**config.mk**
```make
export PLATFORM = sky130hd
export DESIGN_NAME = instr_fetch_ctrl
export DESIGN_NICKNAME = d
export VERILOG_FILES = /design/src/rtl/instr_fetch_ctrl.sv
export SDC_FILE = /design/constraint.sdc
export NUM_CORES = 1
export LEC_CHECK = 0
export BUFFER_PORTS_ARGS = -buffer_cell sky130_fd_sc_hd__buf_4
export CAP_MARGIN = 15
export CORE_ASPECT_RATIO = 0.75
export CORE_MARGIN = 3
export CORE_UTILIZATION = 30
export DETAILED_ROUTE_END_ITERATION = 16
export PLACE_DENSITY = 0.6
export SETUP_SLACK_MARGIN = 0.05
export SYNTH_ARGS = -nofsm -noshare
export SYNTH_HDL_FRONTEND = slang
export SYNTH_SLANG_ARGS = --single-unit
```
**constraint.sdc**
```tcl
create_clock -name clock -period 5.15 [get_ports clock]
set_input_delay 0.2575 -clock clock [delete_from_list [all_inputs] [get_ports clock]]
set_output_delay 0.2575 -clock clock [all_outputs]
set_load 0.1 [all_outputs]
```
**src/rtl/instr_fetch_ctrl.sv**
```systemverilog
// ---------------------------------------------------------------------------
// instr_fetch_ctrl
//
// Purpose:
//    Instruction fetch front end. It walks a program counter through a
//    combinational instruction ROM and buffers fetched words with their word
//    addresses in a two-entry queue for the decoder. Taken branches flush the
//    queue and restart fetch at the target. A program-end word stops fetch;
//    the queue drains and the block parks in HALT until the next start.
//
// Ports:
//    clock          - single clock, rising-edge active
//    reset          - asynchronous active-high reset
//    start          - begin fetching at RESET_PC (honoured in IDLE or HALT)
//    rom_addr       - word address presented to the ROM (always the pc)
//    rom_data       - ROM word for rom_addr, same cycle
//    redirect_valid - branch/jump taken this cycle (RUN or DRAIN only)
//    redirect_addr  - redirect target word address
//    instr          - instruction at the queue head (0 when empty)
//    instr_pc       - word address of instr (0 when empty)
//    instr_valid    - queue head is valid
//    instr_ready    - decoder accepts the head this cycle
//    halted         - high while in HALT
//    retired_count  - running count of instr handshakes, wraps at 2^32
// ---------------------------------------------------------------------------
module instr_fetch_ctrl #(
   parameter logic [15:0] RESET_PC  = 16'h0000,
   parameter logic [31:0] HALT_WORD = 32'hD60003E0
) (
   input  logic        clock,
   input  logic        reset,
   input  logic        start,
   output logic [15:0] rom_addr,
   input  logic [31:0] rom_data,
   input  logic        redirect_valid,
   input  logic [15:0] redirect_addr,
   output logic [31:0] instr,
   output logic [15:0] instr_pc,
   output logic        instr_valid,
   input  logic        instr_ready,
   output logic        halted,
   output logic [31:0] retired_count
);

   typedef enum logic [1:0] {
      IDLE  = 2'd0,
      RUN   = 2'd1,
      DRAIN = 2'd2,
      HALT  = 2'd3
   } state_t;

   state_t      state_q, state_d;
   logic [15:0] pc_q, pc_d;
   logic [1:0]  count_q, count_d;
   logic [31:0] retired_q, retired_d;
   // Queue entries are {instr, pc}; entry0 is always the head.
   logic [47:0] entry0_q, entry0_d;
   logic [47:0] entry1_q, entry1_d;

   logic redirect_take;
   logic restart;
   logic pop;
   logic fetch;
   logic halt_seen;
   logic push;

   // State register.
   always_ff @(posedge clock or posedge reset) begin
      if (reset) begin
         state_q <= IDLE;
      end else begin
         state_q <= state_d;
      end
   end

   // Datapath registers: pc, queue contents/occupancy and retire counter.
   always_ff @(posedge clock or posedge reset) begin
      if (reset) begin
         pc_q      <= RESET_PC;
         count_q   <= 2'd0;
         retired_q <= 32'd0;
         entry0_q  <= 48'd0;
         entry1_q  <= 48'd0;
      end else begin
         pc_q      <= pc_d;
         count_q   <= count_d;
         retired_q <= retired_d;
         entry0_q  <= entry0_d;
         entry1_q  <= entry1_d;
      end
   end

   // Cycle control. A redirect wins over everything else and cancels both
   // the pop and the fetch. A fetch may proceed into a full queue only when
   // the head leaves in the same cycle, so the two never collide.
   always_comb begin
      redirect_take = redirect_valid && ((state_q == RUN) || (state_q == DRAIN));
      restart       = start && ((state_q == IDLE) || (state_q == HALT));
      pop           = (count_q != 2'd0) && instr_ready && !redirect_take;
      fetch         = (state_q == RUN) && !redirect_take && ((count_q != 2'd2) || pop);
      halt_seen     = fetch && (rom_data == HALT_WORD);
      push          = fetch && !halt_seen;
   end

   // Queue, pc and retire counter update. The pop shifts entry1 into the
   // head first; the push then lands in the first free slot after that.
   always_comb begin
      pc_d      = pc_q;
      count_d   = count_q;
      retired_d = retired_q;
      entry0_d  = entry0_q;
      entry1_d  = entry1_q;
      if (redirect_take) begin
         pc_d    = redirect_addr;
         count_d = 2'd0;
      end else if (restart) begin
         pc_d    = RESET_PC;
         count_d = 2'd0;
      end else begin
         if (pop) begin
            entry0_d  = entry1_q;
            count_d   = count_q - 2'd1;
            retired_d = retired_q + 32'd1;
         end
         if (push) begin
            if (count_d == 2'd0) begin
               entry0_d = {rom_data, pc_q};
            end else begin
               entry1_d = {rom_data, pc_q};
            end
            count_d = count_d + 2'd1;
            pc_d    = pc_q + 16'd1;
         end
      end
   end

   // Next-state logic. DRAIN leaves for HALT as soon as the queue will be
   // empty after this cycle's pop.
   always_comb begin
      state_d = state_q;
      unique case (state_q)
         IDLE: begin
            if (start) begin
               state_d = RUN;
            end
         end
         RUN: begin
            if (redirect_take) begin
               state_d = RUN;
            end else if (halt_seen) begin
               state_d = DRAIN;
            end
         end
         DRAIN: begin
            if (redirect_take) begin
               state_d = RUN;
            end else if (count_d == 2'd0) begin
               state_d = HALT;
            end
         end
         HALT: begin
            if (start) begin
               state_d = RUN;
            end
         end
         default: begin
            state_d = IDLE;
         end
      endcase
   end

   // Outputs. The head fields are forced to zero whenever the queue is empty.
   always_comb begin
      rom_addr      = pc_q;
      instr_valid   = (count_q != 2'd0);
      instr         = instr_valid ? entry0_q[47:16] : 32'd0;
      instr_pc      = instr_valid ? entry0_q[15:0] : 16'd0;
      halted        = (state_q == HALT);
      retired_count = retired_q;
   end

endmodule
```
==> summary.txt <==
Status - finished, final reports clean
Global routing's busiest layer - met1
Overflow after GRT - 0
Layout cell share with drive strength beyond 1 - 35.5%
Worst slew pin tran - 973 ps
WP data required - 5450 ps
Data arrival, critical path - 3580 ps
Final Hold Viols - 0
Clk Latency, worst-skew pair - 420 ps
Reg2Reg Depth - 11
CTS tree - yes
Post_cts resized - 0
First-pass GRT wire length - 30700 um
Clk Tree Root Cell - clkbuf_16
Final Cycle Share - 63.9%
Hpwl dp - 13300 um
Yosys cell types - 49
Met1 Use GR - 23.3%
Num rows - 48
CTS buffer count - 17
Synth Warn # - 0
Ports - 151
Syn-to-layout area delta - 28.3%
DIE AREA - 25700 um2
Post-Syn Area - 7130 um2
Max transition margin - 35.1%
Hold-fix buffers at CTS - 0
Clk_skew - 10.8 ps
Die width - 184 um
RD Place Congestion - 0.802
Cells along the critical path - inv_1, ha_1, nor2b_1, buf_4, nor2_1, xnor2_1, ha_1, inv_1, nand3_2, buf_4, mux2_1
Inserted Diodes - 0
Worst-path fanout max - 22
Count of nets after finishing - 833
FMAX - 0.304 GHz
Tmin final - 3290 ps
PortBufs - 150
Initial antenna violation count - 1
Synth top area share - 52.0%
Vias in the first global route - 5477
Routed len/inst - 17.8 um
Largest net degree at the start of global routing - 104
Ys flop type - dfrtp_1
Post-synthesis sequential area ratio - 52.0%
Buf/Inv on CP - 4
Die Ht - 139 um
Setup Viol. Count Final - 0
GR Util met3 - 4.26%
Crit path depth - 11
Critical path origin - state_q[0]
Mapped Avg Cell Area - 11.4 um2
Starting Density - 30.7%
Total Wirelength - 19300 um
Clk sinks - 148
R2r setup slk - 1860 ps
RSZ-0062 raised after global routing - false
Min-Delay Path Class - input pin to async pin
Ys async rst share - 100%
FF+latch count, synth - 148
H-tree depth - 4
Max cap viols - 0
Setup TNS - 0 ps
Routed Antenna Nets - 0
Cell with the most instances after synthesis - dfrtp_1
Yosys top cell by area - dfrtp_1
Crit path kind - register to register
Setup Fix Bufs, Post-CTS - 0
GRT Util Overall - 15.2%
TritonRoute pass-1 iters - 4
Pins over their slew limit - 0
Clk pin slew, worst setup/hold paths - 60 ps
Avg Vias per Cell - 5.14
GR Layer Usage met2 - 20.8%
Syn Inst Count - 628
FF-to-FF End - entry1_q[44]
Top cells by area, synth - dfrtp_1 52%, o221a_2 7.6%, mux2_1 4.6%
CTS max path bufs - 2
Top cells by instance count after synthesis - 148 x dfrtp_1, 50 x nor2b_1, 49 x or3_1
Mapped Nets - 690
Worst Setup EP - entry1_q[44]
Startpoint class of the critical path - register
CP max-delay cell - dfrtp_1
Critical path endpoint category - register
Vias - 5570
Reg-to-reg critical path startpoint - state_q[0]
DRC viols - 0
Largest stage delay, worst path - 410 ps
Initial detailed-routing violation count - 382
Core Area - 23200 um2
Post-synth EDFFs - 0
CP delay by family, top - buffers and inverters
## final cells by class
cell class,instances,area [um2]
inverters,13,53.8
clock inverters,14,119
fillers,2308,14000
repair buffers,159,1210
multi-input cells,432,3250
flip-flops and latches,148,3700
well taps,300,375
clock buffers,18,429
## kinds of logic after synthesis
group           after synthesis  share of synthesized area [%]
simple gates                228                           18.2
mux                          51                           8.21
buf+inv                      48                           2.93
compound gates              111                           13.0
xor+xnor                     33                           4.05
flops                       148                           52.0
fa+ha+maj                     9                           1.58
## layout by cell type, fill, tap and decap left out, types with 2 or more instances in the layout
master,n
xnor2_1,19
dfrtp_1,148
nand3_1,15
a22o_1,2
xor2_1,14
clkinvlp_4,3
o31ai_1,5
a31o_2,2
nand4_1,9
and2_1,3
nor2_1,19
buf_4,158
o21ai_0,15
clkbuf_16,17
a21oi_1,29
mux2_1,29
nand2_1,45
nor4bb_1,3
ha_1,8
mux2_2,21
or3_1,49
inv_6,8
nand2b_1,3
o22a_1,2
nor3_1,3
nand3_2,3
inv_1,12
clkinv_4,4
nor4_1,3
o221a_2,48
and3_1,12
nor2b_1,50
## worst register-to-register path, stage by stage, from the launching register on
cell and delay, ps:
dfrtp_1 410, inv_1 70, ha_1 410, nor2b_1 70
buf_4 210, nor2_1 270, xnor2_1 180, ha_1 250
inv_1 180, nand3_2 370, buf_4 400, mux2_1 350
## metal layers
metal	share of wire [%]	vias up	wire (um)
li1	-	2577	-
met1	50	2783	9750
met2	42	192	8120
met3	6.7	16	1290
met4	0.82	2	158
met5	0.036	-	7
## metrics by stage
stage / instance area (um2) / setup slack [ps] / hold slack [ps] / instances / utilization (%)
floorplan: 7130 / 913 / 387 / 628 / -
global placement: 8570 / 1750 / 460 / 1051 / 37.0
detailed placement: 8570 / 1640 / 468 / 1051 / 37.0
CTS: 9120 / 1640 / 47.5 / 1083 / 39.3
global route: 9150 / 1690 / 58.9 / 1084 / 39.5
finish: 9150 / 1860 / 1.56 / 1084 / 39.5
## worst min-delay path by stage
stage                            startpoint                end  slack [ps]
final                                 reset  retired_count[11]           2
after detailed placement  retired_count[31]  retired_count[31]         470
after global placement    retired_count[31]  retired_count[31]         460
after CTS                      rom_data[25]       entry1_q[41]          50
after global routing           rom_data[29]       entry1_q[45]          60
after floorplan            redirect_addr[0]        rom_addr[0]         390
## sequential cells by signal (all words and copies together), names as in the netlist
| name | cells |
|---|---|
| entry0_q | 48 |
| rom_addr | 16 |
| retired_count | 32 |
| state_q | 2 |
| count_q | 2 |
| entry1_q | 48 |
Power is left out: the tool's default activity adds up to more than one toggle a clock period on the data nets, which glitch-free logic cannot reach.
